===== src/rtl/serdes_rx_pkg.sv =====
// Shared definitions for the serial receive path: K28.5 patterns and aligner states.
package serdes_rx_pkg;

  localparam logic [9:0] K28P_10 = 10'h17C;
  localparam logic [9:0] K28N_10 = 10'h283;

  typedef enum logic [1:0] {
    HUNT   = 2'd0,
    VERIFY = 2'd1,
    LOCKED = 2'd2
  } align_state_e;

endpackage


===== src/rtl/rx_comma_detect.sv =====
// Combinational comma matcher: flags a window equal to either running-disparity form.
module rx_comma_detect
  import serdes_rx_pkg::*;
#(
  parameter int unsigned      WIDTH = 10,
  parameter logic [WIDTH-1:0] PAT_P = WIDTH'(K28P_10),
  parameter logic [WIDTH-1:0] PAT_N = WIDTH'(K28N_10)
) (
  input  logic [WIDTH-1:0] word,
  output logic             match_c
);

  assign match_c = (word == PAT_P) || (word == PAT_N);

endmodule


===== src/rtl/deser_word_align.sv =====
// Serial-to-parallel receiver that frames WIDTH-bit words and realigns on K28.5 commas,
// tracking lock with HUNT / VERIFY / LOCKED.
module deser_word_align
  import serdes_rx_pkg::*;
#(
  parameter int unsigned      WIDTH    = 10,
  parameter logic [WIDTH-1:0] COMMA_P  = WIDTH'(K28P_10),
  parameter logic [WIDTH-1:0] COMMA_N  = WIDTH'(K28N_10),
  parameter int unsigned      LOCK_CNT = 3,
  parameter int unsigned      LOSS_CNT = 4
) (
  input  logic             BitCLK,
  input  logic             Reset_n,
  input  logic             Serial,
  input  logic             AlignEn,
  output logic [WIDTH-1:0] RxParallel,
  output logic             RxValid,
  output logic             RxComma,
  output logic             Locked,
  output logic             Realign
);

  localparam int unsigned CW = $clog2(WIDTH);
  localparam int unsigned AW = $clog2(LOCK_CNT + 1);
  localparam int unsigned MW = $clog2(LOSS_CNT + 1);

  // The oldest bit drops out of nxt every cycle, so only WIDTH-1 bits are stored.
  logic [WIDTH-1:1] win;
  logic [WIDTH-1:0] nxt;
  logic [CW-1:0]    cnt, cnt_d;
  logic [AW-1:0]    acnt, acnt_d, acnt_inc;
  logic [MW-1:0]    mcnt, mcnt_d, mcnt_inc;
  align_state_e     state, state_d;

  logic             comma, boundary, comma_on, comma_off;
  logic             lock_hit, loss_hit, first_lock, acquire;
  logic [WIDTH-1:0] par_d;
  logic             valid_d, comma_d, realign_d, locked_d;

  assign nxt = {Serial, win};

  rx_comma_detect #(
    .WIDTH (WIDTH),
    .PAT_P (COMMA_P),
    .PAT_N (COMMA_N)
  ) u_comma (
    .word    (nxt),
    .match_c (comma)
  );

  assign boundary  = (cnt == CW'(WIDTH - 1));
  assign comma_on  = comma && boundary;
  assign comma_off = comma && !boundary;

  assign acnt_inc   = (acnt >= AW'(LOCK_CNT)) ? acnt : acnt + AW'(1);
  assign mcnt_inc   = (mcnt >= MW'(LOSS_CNT)) ? mcnt : mcnt + MW'(1);
  assign lock_hit   = (acnt_inc >= AW'(LOCK_CNT));
  assign loss_hit   = (mcnt_inc >= MW'(LOSS_CNT));
  assign first_lock = (LOCK_CNT <= 1);

  // A comma re-anchors framing in HUNT anywhere, in VERIFY only when off the boundary.
  assign acquire = AlignEn && comma &&
                   ((state == HUNT) || ((state == VERIFY) && !boundary));

  always_ff @(posedge BitCLK or negedge Reset_n) begin
    if (!Reset_n) state <= HUNT;
    else          state <= state_d;
  end

  always_comb begin : next_state
    state_d = state;
    if (!AlignEn) begin
      state_d = HUNT;
    end else begin
      case (state)
        HUNT: begin
          if (comma) state_d = first_lock ? LOCKED : VERIFY;
        end
        VERIFY: begin
          if (comma_on && lock_hit)        state_d = LOCKED;
          else if (comma_off && first_lock) state_d = LOCKED;
        end
        LOCKED: begin
          if (comma_off && loss_hit) state_d = HUNT;
        end
        default: state_d = HUNT;
      endcase
    end
  end

  always_comb begin : out_comb
    cnt_d     = boundary ? '0 : cnt + CW'(1);
    acnt_d    = acnt;
    mcnt_d    = mcnt;
    par_d     = boundary ? nxt : RxParallel;
    valid_d   = 1'b0;
    comma_d   = 1'b0;
    realign_d = 1'b0;
    locked_d  = (state_d == LOCKED);

    if (!AlignEn) begin
      acnt_d  = '0;
      mcnt_d  = '0;
      valid_d = boundary;
      comma_d = comma_on;
    end else begin
      case (state)
        VERIFY: begin
          valid_d = boundary;
          comma_d = comma_on;
          if (comma_on) begin
            acnt_d = acnt_inc;
            if (lock_hit) mcnt_d = '0;
          end
        end
        LOCKED: begin
          valid_d = boundary;
          comma_d = comma_on;
          if (comma_on)       mcnt_d = '0;
          else if (comma_off) mcnt_d = mcnt_inc;
        end
        default: ;
      endcase
    end

    // Forced boundary: emit the comma word and restart the bit counter.
    if (acquire) begin
      par_d     = nxt;
      cnt_d     = '0;
      valid_d   = 1'b1;
      comma_d   = 1'b1;
      realign_d = !boundary;
      acnt_d    = AW'(1);
      mcnt_d    = '0;
    end
  end

  always_ff @(posedge BitCLK or negedge Reset_n) begin
    if (!Reset_n) begin
      win        <= '0;
      cnt        <= '0;
      acnt       <= '0;
      mcnt       <= '0;
      RxParallel <= '0;
      RxValid    <= 1'b0;
      RxComma    <= 1'b0;
      Locked     <= 1'b0;
      Realign    <= 1'b0;
    end else begin
      win        <= nxt[WIDTH-1:1];
      cnt        <= cnt_d;
      acnt       <= acnt_d;
      mcnt       <= mcnt_d;
      RxParallel <= par_d;
      RxValid    <= valid_d;
      RxComma    <= comma_d;
      Locked     <= locked_d;
      Realign    <= realign_d;
    end
  end

endmodule


===== config.mk =====
export PLATFORM = sky130hd
export DESIGN_NAME = deser_word_align
export DESIGN_NICKNAME = d
export VERILOG_FILES = /design/src/rtl/serdes_rx_pkg.sv /design/src/rtl/rx_comma_detect.sv /design/src/rtl/deser_word_align.sv
export SDC_FILE = /design/constraint.sdc
export NUM_CORES = 1
export LEC_CHECK = 0
export BUFFER_PORTS_ARGS = -buffer_cell sky130_fd_sc_hd__buf_2
export CAP_MARGIN = 0
export CORE_MARGIN = 4
export CORE_UTILIZATION = 55
export DETAILED_ROUTE_END_ITERATION = 6
export HOLD_SLACK_MARGIN = 0.12
export PLACE_DENSITY = 0.76
export SETUP_SLACK_MARGIN = 0.4
export SYNTH_ARGS = -nofsm -noshare
export SYNTH_HDL_FRONTEND = slang
export SYNTH_SLANG_ARGS = --single-unit

===== constraint.sdc =====
create_clock -name BitCLK -period 3.9 [get_ports BitCLK]
set_clock_uncertainty 0.2 [all_clocks]
set_input_delay 0.39 -clock BitCLK [delete_from_list [all_inputs] [get_ports BitCLK]]
set_output_delay 0.39 -clock BitCLK [all_outputs]
set_load 0.02 [all_outputs]

==> flow_summary.toml, run 1 <==
[finish]
final_util = 0.701
final_area_um2 = 1800
area_growth_pct = 16.4
drive_gt1_frac = 0.283
seq_area_um2 = 851
fillers = 186
antenna_cells = 0
nNetsFinal = 161
fin_cells = 182
multi_input_area_um2 = 659

[placed_design]
placed_cells = 171
preCtsSetupSlack_ns = 1.42
place_area_um2 = 1660
hpwl_mm = 1.91
portBuffers = 17
place.gp.congestion = 0.803

[power_and_ir_drop]
seqPwrFrac = 0.458
switching_share = 0.299
p_switching_mw = 0.311
pwr-share-clk = 0.313
p_int_mw = 0.730
comb_power_share = 0.229
power_density_nw_per_um2 = 579
leakage_nw = 0.842
vdd_drop_max_uv = 565

[synthesis]
netlist_instances = 125
syn-cell-area_um2 = 1550
synth_top_area_frac = 0.551
ys_types = 36
synth_area_leader_cell = "dfrtp_1"
synth_seq_area_share = 0.551
synthTopCellsByArea = "dfrtp_1 55%, mux2_2 8.0%, ha_1 4.9%, nor2_1 2.9%, o21ai_0 2.6%"
yosysMostFrequentCell = "dfrtp_1"
synth_edf_count = 0
synth_fp_nets = 135
synthFlopType = "dfrtp_1"
synth.ff_latch_count = 34
synth_warnings = 0
synth_area_per_cell_um2 = 12.4
async_flop_share = 1.00
yosys-top-cells-count = "34 x dfrtp_1, 12 x nor2_1, 11 x mux2_2"

[sta]
worst_pin_slew_ns = 0.735
fin_ws_ns = 1.22
clock.fmax_mhz = 373
rsz0062_at_grt = "no"
report.final.slew_viol_count = 0
fin_crit_ns = 2.68
setup_viol = 0
finalHoldViolCount = 0
fin_tns_setup_ns = 0
fin_crit_sh = 0.687
slew_headroom = 0.510

[grt]
first_global_vias = 1016
globalRouteOverflowTotal = 0
use_met2 = 0.281
top_usage_layer = "met2"
use_met3 = 0.0596
grt_pass1_wl_mm = 4.66
grt_use_met1 = 0.213
grt_max_degree = 35
grt_usage = 0.174
antenna_found_initial = 0

[flow_run]
cap_violations = 0

[clocking]
cts.repair.resized = 0
cts_max_path_buffers = 2
numCtsBuffers = 5
clkLatencyLatePin_ns = 0.34
root_buffer = "clkbuf_4"
clk_pin_slew_ns = 0.11
clock-sinks = 34
cts_max_level = 2
cts_tree = "done"
cts_setup_buffers = 0

[setup_path]
cp_max_fo = 10
end_kind = "register"
arrival_ns = 2.70
crit_path_start_kind = "input port"
criticalPathCategory = "in2reg"
required_ns = 3.92

[routing]
vias = 1048
wl_mm = 2.77
drc = 0
wl_per_cell_um = 15.2
vias_per_cell = 5.76
drtPass1Iterations = 4
ant_nets = 0
dr.first_iter.drc_count = 24

[floorplanning]
die_h_um = 61.0
die-area_um2 = 3720
start_util = 0.602
rows = 18
core_um2 = 2570
die_x_um = 61.0
pin_count = 18

[worst_hold_path]
hold_path.class = "reg2reg"

[status]
outcome = "finished, final reports clean"
==> logic make-up (layout without fill, tap and decap cells) <==
family                   after synthesis  after routing  synth area share
adder cells (fa/ha/maj)                6              6            0.0486
AND/OR/NAND/NOR                       35             35             0.145
buffers and inverters                  9             36            0.0227
multiplexers                          13             13            0.0931
AO/OA/AOI/OAI                         27             27             0.134
XOR/XNOR                               1              1           0.00567
flip-flops                            34             34             0.551
==> sequential cells by signal, summed over array words and instances (netlist names), 2 cells and up <==
signal      flops
RxParallel     10
win             9
state           2
mcnt            3
acnt            2
cnt             4
==> placed cells by master (no fill, tap or decap), types with 2 or more instances in the layout <==
cell type and n:
a21o_1 2, inv_1 8, nor2_1 12, clkbuf_4 5, mux2i_1 2, dlygate4sd3_1 3, bufinv_16 2, dfrtp_1 34
nand2_1 5, o21ai_0 8, ha_1 6, nor3b_1 2, mux2_2 11, buf_2 17, nor2b_1 3, a21oi_1 6
nor3_1 3
==> power groups by stage <==
stage / sequential [mW] / combinational, mW / clock (mW)
after floorplan: 0.548 / 0.0883 / 0
after global placement: 0.478 / 0.233 / 0
after detailed placement: 0.483 / 0.238 / 0
after CTS: 0.476 / 0.242 / 0.330
after global routing: 0.490 / 0.259 / 0.346
final: 0.477 / 0.239 / 0.326
==> cell type report <==
cell class / instances / share of cell area
inverter: 8 / 0.0167
multi-input combinational: 82 / 0.366
clock buffer: 5 / 0.0209
tap: 30 / 0.0209
clock inverter: 3 / 0.0382
timing repair buffer: 20 / 0.0640
sequential: 34 / 0.473
==> stage by stage <==
step                hold WS [ns]  power [mW]
floorplan                 -0.106       0.636
global placement           0.203       0.711
detailed placement         0.209       0.721
CTS                        0.237        1.05
global route               0.256        1.09
finish                     0.235        1.04
==> layer usage <==
layer / part of all wire / wire length, um
met5: 0 / 0
met1: 0.46 / 1270
met3: 0.045 / 124
met2: 0.48 / 1330
met4: 0.019 / 54
==> final timing paths <==
check                      slack [ns]            end  cells past startpoint  startpoint
max                              1.22  RxParallel[0]                      7      Serial
min                              0.24         win[7]                      0      win[8]
max reg2reg                      1.53  RxParallel[0]                      5      win[2]
min reg2reg                      0.24         win[7]                      0      win[8]
max in group asynchronous        2.59         win[1]                      2     Reset_n
min in group asynchronous        0.44        mcnt[0]                      2     Reset_n
==> worst max-delay path: stages <==
cell and delay [ns]:
dlygate4sd3_1 0.52, buf_2 0.14, or4b_4 0.55, nor3_4 0.24, a41oi_4 0.10, o21ai_4 0.38
mux2_2 0.39
==> repair_timing <==
item | CTS | global route
hold buffers | 3 | 0
setup endpoints to repair | 0 | 0
hold endpoints to repair | 37 | 0
(Power assumes the default switching activity.)
==> run 2, diff against run 1 <==
==> constraint.sdc (replaced) <==
create_clock -name BitCLK -period 2.8 [get_ports BitCLK]
set_clock_uncertainty 0.2 [all_clocks]
set_input_delay 0.28 -clock BitCLK [delete_from_list [all_inputs] [get_ports BitCLK]]
set_output_delay 0.28 -clock BitCLK [all_outputs]
set_load 0.02 [all_outputs]
==> run 2 against run 1 <==
Compared with the run above:
- count of clock-buffer cells in the layout unchanged
- worst setup slack got worse by 0.75 ns
- sequential power increased by 40%
- register-to-register slack got worse by 1.1 ns
- flip-flop and latch count unchanged
- first-iteration DRC count increased by 25%
- largest cell class unchanged
==> flow_summary.toml, run 2 (synthesis gave the netlist of run 1 again) <==
[sta]
finalHoldViolCount = 0
fin_tns_setup_ns = 0
clock.fmax_mhz = 430
whs_ns = 0.234
report.final.slew_viol_count = 0
slew_headroom = 0.512
worst_pin_slew_ns = 0.732
setup_viol = 0
fin_crit_sh = 0.830
rsz0062_at_grt = "yes"
fin_crit_ns = 2.33

[floorplanning]
die-area_um2 = 3720
core_um2 = 2570
start_util = 0.602
die_x_um = 61.0
rows = 18
die_h_um = 61.0
pin_count = 18

[setup_path]
cp-startpoint = "win[2]"
required_ns = 2.84
critical_path.cell_chain = "or4b_4, nor3_4, a41oi_4, o211a_1, a21o_1, mux2_2"
critPathMaxStageDelay_ns = 0.54
end_kind = "register"
crit_path_start_kind = "register"
r2r-start = "win[2]"
criticalPathCategory = "reg2reg"
arrival_ns = 2.36
cp_max_fo = 5
critPathTopFamily = "simple AND/OR/NAND/NOR gates"
slowest_stage = "or4b_4"
cp_num_buf_inv = 0

[routing]
ant_nets = 0
vias = 1067
wl_mm = 2.90
drtPass1Iterations = 4
wl_per_cell_um = 15.5
vias_per_cell = 5.71
dr.first_iter.drc_count = 30
drc = 0

[worst_hold_path]
hold_path_startpoint = "win[8]"
hold_path.class = "reg2reg"

[status]
outcome = "finished, final reports clean"

[power_and_ir_drop]
leakage_nw = 0.873
vdd_drop_max_uv = 755
power_density_nw_per_um2 = 785

[grt]
use_met3 = 0.0596
grt_max_degree = 35
grt_pass1_wl_mm = 4.69
first_global_vias = 1023
grt_use_met1 = 0.215
top_usage_layer = "met2"
antenna_found_initial = 0
use_met2 = 0.282
grt_usage = 0.175
globalRouteOverflowTotal = 0

[finish]
final_common_cell = "dfrtp_1"
largest_register_ffs = 10
regMostFlops = "RxParallel"
reg_top3 = "RxParallel x10, win x9, cnt x4"
nNetsFinal = 166
fillers = 179
antenna_cells = 0
drive_gt1_frac = 0.312
most-common-layout-cells = "34 x dfrtp_1, 17 x buf_2, 12 x nor2_1"
area_growth_pct = 20.2

[placed_design]
portBuffers = 17
place.gp.congestion = 0.803
hpwl_mm = 1.91

[clocking]
cts_max_path_buffers = 2
clock-sinks = 34
numCtsBuffers = 5
cts_max_level = 2
clkLatencyLatePin_ns = 0.34
cts_tree = "done"
root_buffer = "clkbuf_4"
clk_pin_slew_ns = 0.11

[flow_run]
cap_violations = 0
[run 2: cell count changes in the layout (fill, tap and decap cells not counted), sizes merged]
cell | before | now
buf | 17 | 22
[run 2: layout make-up]
class	count	area [um^2]	share of cell area
clock buffer	5	37.5	0.0202
tap	30	37.5	0.0202
multi-input combinational	82	667	0.359
timing repair buffer	25	165	0.0889
sequential	34	851	0.458
inverter	8	30.0	0.0162
clock inverter	3	68.8	0.0371
[run 2: where the power goes]
part	leakage [nW]	internal (mW)	switching, mW	total (mW)
clock	0.0554	0.279	0.174	0.453
combinational	0.392	0.146	0.190	0.336
sequential	0.426	0.594	0.0735	0.667
[run 2: repair_timing]
| action | in CTS | in global routing |
|---|---|---|
| hold endpoints to repair | 38 | 0 |
| endpoints found under the setup margin | 0 | 12 |
| gates resized for setup | 0 | 1 |
| hold buffers | 3 | 0 |
| buffers inserted | 0 | 5 |
[run 2: per-stage QoR]
stage / area, um^2 / utilization / total power, mW / cells / worst slack, ns
after floorplan: 1550 / - / 0.886 / 125 / 0.577
after global placement: 1660 / 0.648 / 0.990 / 171 / 0.477
after detailed placement: 1660 / 0.648 / 1.00 / 171 / 0.433
after CTS: 1800 / 0.701 / 1.46 / 182 / 0.420
after global routing: 1860 / 0.723 / 1.53 / 187 / 0.393
final: 1860 / 0.723 / 1.46 / 187 / 0.475
[run 2: path summary, 6_finish.rpt]
| check | cells after the start | to | slack [ns] |
|---|---|---|---|
| worst max-delay path | 6 | mcnt[0] | 0.47 |
| worst min-delay path | 0 | win[7] | 0.23 |
| worst max register to register | 6 | mcnt[0] | 0.47 |
| worst min register to register | 0 | win[7] | 0.23 |
| max in group asynchronous | 2 | RxParallel[9] | 1.60 |
| min in group asynchronous | 2 | RxParallel[7] | 0.33 |
[run 2: routing by layer]
metal  vias to the layer above  routed length [um]
met4                         0                  54
met1                       526                1340
li1                        518                   -
met2                        17                1380
met3                         6                 132
met5                         -                   0
